<file path="src/rtl/bcd_binary_decoder_if.sv">
// Handshake bundle for the packed-BCD to binary decoder: operand in, result out.
interface bcd_binary_decoder_if;
  logic       in_valid;
  logic       in_ready;
  logic [7:0] in_bcd;
  logic       out_valid;
  logic       out_ready;
  logic [6:0] out_bin;
  logic       out_err;

  modport master (
    output in_valid,
    output in_bcd,
    output out_ready,
    input  in_ready,
    input  out_valid,
    input  out_bin,
    input  out_err
  );

  modport slave (
    input  in_valid,
    input  in_bcd,
    input  out_ready,
    output in_ready,
    output out_valid,
    output out_bin,
    output out_err
  );
endinterface

</file>
<file path="src/rtl/bcd_binary_decoder.sv">
// Two-digit packed BCD to 7-bit binary converter using eight reverse double-dabble steps.
// Fixed latency regardless of operand validity; one operand in flight at a time.
module bcd_binary_decoder (
  input logic                  clk,
  input logic                  rst,
  bcd_binary_decoder_if.slave  bus
);

  typedef enum logic [1:0] {
    StIdle = 2'd0,
    StConv = 2'd1,
    StDone = 2'd2
  } state_e;

  state_e      state_q;
  logic [2:0]  cnt_q;
  logic [3:0]  tens_q;
  logic [3:0]  ones_q;
  logic [7:0]  bin_q;
  logic        err_q;
  logic        in_ready_q;
  logic        out_valid_q;
  logic [6:0]  out_bin_q;
  logic        out_err_q;

  logic [15:0] shifted;
  logic [3:0]  tens_step;
  logic [3:0]  ones_step;
  logic [7:0]  bin_step;

  // One reverse double-dabble step: shift right, then pull back any nibble that reached 8+.
  always_comb begin
    shifted   = {tens_q, ones_q, bin_q} >> 1;
    tens_step = (shifted[15:12] >= 4'd8) ? shifted[15:12] - 4'd3 : shifted[15:12];
    ones_step = (shifted[11:8] >= 4'd8) ? shifted[11:8] - 4'd3 : shifted[11:8];
    bin_step  = shifted[7:0];
  end

  always_ff @(posedge clk or posedge rst) begin
    if (rst) begin
      state_q     <= StIdle;
      cnt_q       <= 3'd0;
      tens_q      <= 4'd0;
      ones_q      <= 4'd0;
      bin_q       <= 8'd0;
      err_q       <= 1'b0;
      in_ready_q  <= 1'b1;
      out_valid_q <= 1'b0;
      out_bin_q   <= 7'd0;
      out_err_q   <= 1'b0;
    end else begin
      case (state_q)
        StIdle: begin
          if (bus.in_valid) begin
            tens_q     <= bus.in_bcd[7:4];
            ones_q     <= bus.in_bcd[3:0];
            bin_q      <= 8'd0;
            err_q      <= (bus.in_bcd[7:4] > 4'd9) || (bus.in_bcd[3:0] > 4'd9);
            cnt_q      <= 3'd0;
            in_ready_q <= 1'b0;
            state_q    <= StConv;
          end
        end
        StConv: begin
          tens_q <= tens_step;
          ones_q <= ones_step;
          bin_q  <= bin_step;
          cnt_q  <= cnt_q + 3'd1;
          if (cnt_q == 3'd7) begin
            // Invalid operands still run the full datapath; the result is simply masked.
            state_q     <= StDone;
            out_valid_q <= 1'b1;
            out_bin_q   <= err_q ? 7'd0 : bin_step[6:0];
            out_err_q   <= err_q;
          end
        end
        StDone: begin
          if (bus.out_ready) begin
            state_q     <= StIdle;
            out_valid_q <= 1'b0;
            out_bin_q   <= 7'd0;
            out_err_q   <= 1'b0;
            in_ready_q  <= 1'b1;
          end
        end
        default: begin
          state_q     <= StIdle;
          cnt_q       <= 3'd0;
          in_ready_q  <= 1'b1;
          out_valid_q <= 1'b0;
          out_bin_q   <= 7'd0;
          out_err_q   <= 1'b0;
        end
      endcase
    end
  end

  assign bus.in_ready  = in_ready_q;
  assign bus.out_valid = out_valid_q;
  assign bus.out_bin   = out_bin_q;
  assign bus.out_err   = out_err_q;

endmodule

</file>
<file path="src/flat_wrapper.sv">
// flat-port wrapper written by rule: the top's interface ports become plain ports
module bcd_binary_decoder_flat 
  (clk, rst, bus_in_valid, bus_in_bcd, bus_out_ready, bus_in_ready, bus_out_valid, bus_out_bin, bus_out_err);
  bcd_binary_decoder_if bus_i ();
  input logic clk;
  input logic rst;
  input wire logic [$bits(bus_i.in_valid)-1:0] bus_in_valid;
  input wire logic [$bits(bus_i.in_bcd)-1:0] bus_in_bcd;
  input wire logic [$bits(bus_i.out_ready)-1:0] bus_out_ready;
  output wire logic [$bits(bus_i.in_ready)-1:0] bus_in_ready;
  output wire logic [$bits(bus_i.out_valid)-1:0] bus_out_valid;
  output wire logic [$bits(bus_i.out_bin)-1:0] bus_out_bin;
  output wire logic [$bits(bus_i.out_err)-1:0] bus_out_err;
  assign bus_i.in_valid = bus_in_valid;
  assign bus_i.in_bcd = bus_in_bcd;
  assign bus_i.out_ready = bus_out_ready;
  assign bus_in_ready = bus_i.in_ready;
  assign bus_out_valid = bus_i.out_valid;
  assign bus_out_bin = bus_i.out_bin;
  assign bus_out_err = bus_i.out_err;
  bcd_binary_decoder u_core (.clk(clk), .rst(rst), .bus(bus_i));
endmodule
</file>
<file path="config.mk">
export PLATFORM = sky130hd
export DESIGN_NAME = bcd_binary_decoder_flat
export DESIGN_NICKNAME = d
export VERILOG_FILES = /design/src/rtl/bcd_binary_decoder_if.sv /design/src/rtl/bcd_binary_decoder.sv /design/src/flat_wrapper.sv
export SDC_FILE = /design/constraint.sdc
export NUM_CORES = 1
export LEC_CHECK = 0
export CORE_ASPECT_RATIO = 0.9
export CORE_MARGIN = 10
export CORE_UTILIZATION = 30
export CTS_BUF_LIST = sky130_fd_sc_hd__clkbuf_4
export DETAILED_ROUTE_END_ITERATION = 6
export SLEW_MARGIN = 20
export SYNTH_ARGS = -nofsm -noshare
export SYNTH_HDL_FRONTEND = slang
export SYNTH_SLANG_ARGS = --single-unit
</file>
<file path="constraint.sdc">
create_clock -name clk -period 2.8 [get_ports clk]
set_input_delay 0.28 -clock clk [delete_from_list [all_inputs] [get_ports clk]]
set_output_delay 0.28 -clock clk [all_outputs]
set_load 0.02 [all_outputs]
</file>
# == After elaboration in Yosys (flattened, before gate mapping) ==
# Index checks and enable logic that the tools add are counted.
# word_totals
word_cells,61
out_inout_bits,10
reg_bits,32
# op_classes
n_addsub,3
n_lt_le_gt_ge,4
bitwise_logic,3
reduce_logical,9
n_eq_ne,6
n_mux,26
# ops
operator,count
$mux W7,3
$pmux W7 S3,1
$mux W4,4
$pmux W4 S2,2
$pmux W8 S2,1
$pmux W1 S3,3
$pmux W3 S3,1
$reduce_and A3 Y1,3
$gt A4 B4 Y1 const B,2
$mux W8,1
$mux W2,3
$pmux W2 S3,1
$reduce_and A2 Y1,3
$mux W1,5
$ge A3 B4 Y1 const B,1
$ge A4 B4 Y1 const B,1
$ne A2 B2 Y1 const B,2
$sub A3 B2 Y4 const B,1
$sub A4 B2 Y4 const B,1
$add A3 B1 Y3 const B,1
$eq A3 B3 Y1 const B,1
$mux W3,1
$not A1 Y1,3
$eq A2 B1 Y1 const B,1
5 further kinds,5

# == Longest topological paths before layout ==
# depth
depth_word,3
mapped_depth,5

# == Least setup slack after synthesis ==
# No wires, ideal clock.
# synth_timing
path_type,register to register
from,register u_core.cnt_q[0]
to,register u_core.out_bin_q[1] (netlist: u_core.bus.out_bin[1])
t_arrival_ns,1.239
required_ns,2.674
setup_time_ns,0.126
n_path_buf,1
setup_slack_ns,1.435
path_stages_with_launch,6
cell_sequence,dfrtp_1 > ha_1 > ha_1 > o21a_1 > buf_2 > mux2i_1
# synth_via
elab_chain_len,3
# synth_lines
item,line,source
from (decl),bcd_binary_decoder.sv:16,logic [2:0] cnt_q;
from (signal assigned),bcd_binary_decoder.sv:68,cnt_q <= cnt_q + 3'd1;
$eq A3 B3 Y1,bcd_binary_decoder.sv:69,if (cnt_q == 3'd7) begin
$ne A2 B1 Y1 (no source line),--,
$reduce_and A3 Y1 (no source line),--,
to (signal assigned),bcd_binary_decoder.sv:73,out_bin_q <= err_q ? 7'd0 : bin_step[6:0];
to (decl),bcd_binary_decoder.sv:23,logic [6:0] out_bin_q;
# No other way between the ends.
# A chain may end at the register's enable or synchronous reset.

# == Final worst setup path ==
# layout_timing
from,register u_core.in_ready_q (netlist: u_core.bus.in_ready)
to,output bus_in_ready
# layout_lines
item,line,source
from (decl),bcd_binary_decoder.sv:21,logic in_ready_q;
from (signal assigned),bcd_binary_decoder.sv:47,in_ready_q <= 1'b1;
from (signal assigned),bcd_binary_decoder.sv:60,in_ready_q <= 1'b0;
from (signal assigned),bcd_binary_decoder.sv:83,in_ready_q <= 1'b1;
to (decl),flat_wrapper.sv:10,output wire logic [$bits(bus_i.in_ready)-1:0] bus_in_ready;
# No word-level cell between the ends.

==> results by group <==
Outcome
  – Status: complete, no violations

Critical path
  – WP data required: 2.52 ns
  – Reg2reg setup slack: ~1.2 ns
  – R2R depth: 3
  – CP arrival: 1.45 ns
  – Max FO, Critical Path: 2
  – Crit start category: flop
  – Endpoint class of the critical path: output pin
  – Crit-path cells: clkdlybuf4s50_1
  – Largest stage delay, worst path: 0.60 ns
  – Reg2reg start: u_core.state_q[1]
  – Critical R2R Capture: u_core.bus.out_bin[6]
  – Worst setup path class: reg -> out
  – CP delay by family, top: buffers and inverters
  – CP max stage cell: clkdlybuf4s50_1
  – Buf+Inv Stages, Crit Path: 1

Floorplanning
  – I/O Pins: 22
  – Die Area: 7990 µm²
  – Standard-cell rows: 23
  – Starting Density: 31.8%
  – Die Ht: around 86 µm
  – Die W: 93.1 µm
  – Core area: approximately 4500 µm²

Timing
  – # setup viols final: 0
  – Count of pins over their slew limit: 0
  – F_max: 0.579 GHz
  – Worst-Margin Slew: 0.793 ns
  – Clk_skew: 0.00480 ns
  – Final worst-path cycle share: 61.7%
  – Max transition margin: 47.0%
  – Sum Neg Setup Slack: 0 ns
  – Fin. Hold Viols: 0
  – RSZ-0062 raised after global routing: false
  – Min Clock Period, post-route: 1.73 ns

Detailed routing
  – DRC Markers: 0
  – Vias: 1056
  – Antenna Nets Post-Route: 0
  – Drt pass-1 iters: 4
  – Vias per std cell: just under 5
  – WL per Instance: roughly 14 µm
  – Initial DRC count: 44
  – Routed WL: 3040 µm

Place
  – DP Area: around 1700 µm²
  – Port bufs: 21
  – Gp weighted congestion: 0.819
  – Post-DP HPWL: roughly 2200 µm

Synthesis
  – Largest area contributor in the netlist: dfrtp_1
  – Post-Syn Nets: around 150
  – Largest cells by area after synthesis: dfrtp_1, a22o_1, mux2i_1, ha_1, nand2_1
  – Post-synth top cells: dfrtp_1, nand2_1, inv_1, a22o_1
  – EDFF count, synth: 0
  – Avg Inst Size Synth: 11.1 µm²
  – Cell Area, Synth: 1440 µm²
  – Yosys reg bits: 31
  – FFs w/ async S/R, synth: 100%
  – Count leader, synth: dfrtp_1
  – Share of the synthesized area in the top cell type: 52.0%
  – Yosys Warn Count: 0
  – Syn Inst Count: 130
  – Yosys cell types: 34
  – Sequential-to-total area share from yosys stat: 53.8%
  – Ys flop type: dfrtp_1

GRT
  – Initial antenna violation count: 0
  – Vias in the first global route: around 1100
  – Total GRT Usage: between 8 and 9%
  – Total grt overflow: 0
  – Largest net degree at the start of global routing: 32
  – First-pass GRT wire length: 5200 µm

Finish
  – Share of cells above drive strength 1: slightly below 8%
  – Storage cell area: 777 µm²
  – Finished Cell Area: 1750 µm²
  – Area growth syn-to-layout: 20.9%
  – Multi-input logic area: 582 µm²
  – Layout Nets: roughly 170
  – Antenna diodes: 0
  – # fillers: approximately 470

Power
  – Power Density: between 1000 and 1500 nW/µm²
  – Maximum VDD drop: 0.000397 V
  – LEAKAGE: between 0.0007 and 0.0008 µW
  – Total power: 1780 µW

Clock tree
  – TritonCTS clock tree: yes
  – CTS root buffer: clkbuf_4
  – CTS sink count: 31
  – Post-CTS setup buffers: 0
  – Post-CTS Resized: 0
  – Clk_lat worst skew: 0.32 ns
  – Hold_buf cts: 0
  – Clock tree buffer depth: 2
  – CTS Buf Count: 5
  – H-tree depth: 2
  – Clock-pin slew on the worst setup and hold paths: 0.10 ns

Job
  – Max_cap viols: 0

Hold path
  – Hold Crit Class: in -> async
==> where the power goes <==
part           switching [µW]  internal, µW  total [µW]  leakage, µW
clock network             149          88.9         238    0.0000285
logic                     361           371         732     0.000337
registers                 170           637         807     0.000396
==> metal layers <==
metal  routed length (µm)  track usage [%]  share of wire (%)
met4                    0             2.80                  0
met5                    0                0                  0
met2                 1340             12.0                 44
met3                  221             3.92                7.3
met1                 1480             9.79                 49
==> sequential cells by signal, summed over array words and instances (netlist names) <==
register              count
u_core.ones_q             4
u_core.bin_q              7
u_core.bus.out_valid      1
u_core.bus.out_bin        7
u_core.bus.in_ready       1
u_core.cnt_q              3
u_core.bus.out_err        1
u_core.err_q              1
u_core.tens_q             4
u_core.state_q            2
==> stage by stage <==
step	instances	hold slack, ns	utilization [%]	setup slack (ns)
2_1_floorplan	130	0.383	-	1.44
3_3_place_gp	207	0.453	37.4	0.990
3_5_place_dp	207	0.461	37.4	0.937
4_1_cts	214	0.346	38.4	1.04
5_1_grt	214	0.370	38.4	0.954
6_report	214	0.345	38.4	1.07
==> cells in the final DEF, fill, tap and decap left out, drive strengths merged, types with 4 or more instances in the layout <==
cell type / instances
nand2: 12
nor2: 4
o21ai: 7
dfrtp: 30
a32o: 4
inv: 12
ha: 4
a22o: 10
mux2i: 6
clkdlybuf4s50: 21
a21oi: 4
clkbuf: 5
==> area by class of cell <==
type,instances,share of cell area (%)
sequential,31,44.5
tap,62,4.44
inverter,12,2.58
timing repair buffer,22,12.5
clock buffer,5,2.15
multi-input combinational,80,33.3
clock inverter,2,0.502
==> how the worst max path moves through the flow <==
stage	end	slack, ns	from	cells after the start
finish	bus_in_ready	1.07	u_core.bus.in_ready	1
global route	u_core.tens_q[2]	0.95	u_core.state_q[0]	3
CTS	bus_in_ready	1.04	u_core.bus.in_ready	1
detailed placement	u_core.bin_q[1]	0.94	bus_in_valid	3
global placement	u_core.bin_q[3]	0.99	bus_in_valid	3
floorplan	u_core.bus.out_bin[1]	1.44	u_core.cnt_q[0]	5
==> logic make-up (layout without fill, tap and decap cells) <==
kind of cell	after synthesis	in the layout	synth area share [%]
AOI/OAI and AO/OA	41	41	21.1
DFF	31	31	53.8
and+or+nand+nor	27	27	10.3
buffers and inverters	19	41	5.89
muxes	6	6	4.16
adders and majority gates	4	4	3.47
xor gates and xnor gates	2	2	1.21
No activity file was read; power rests on OpenSTA's default activity.
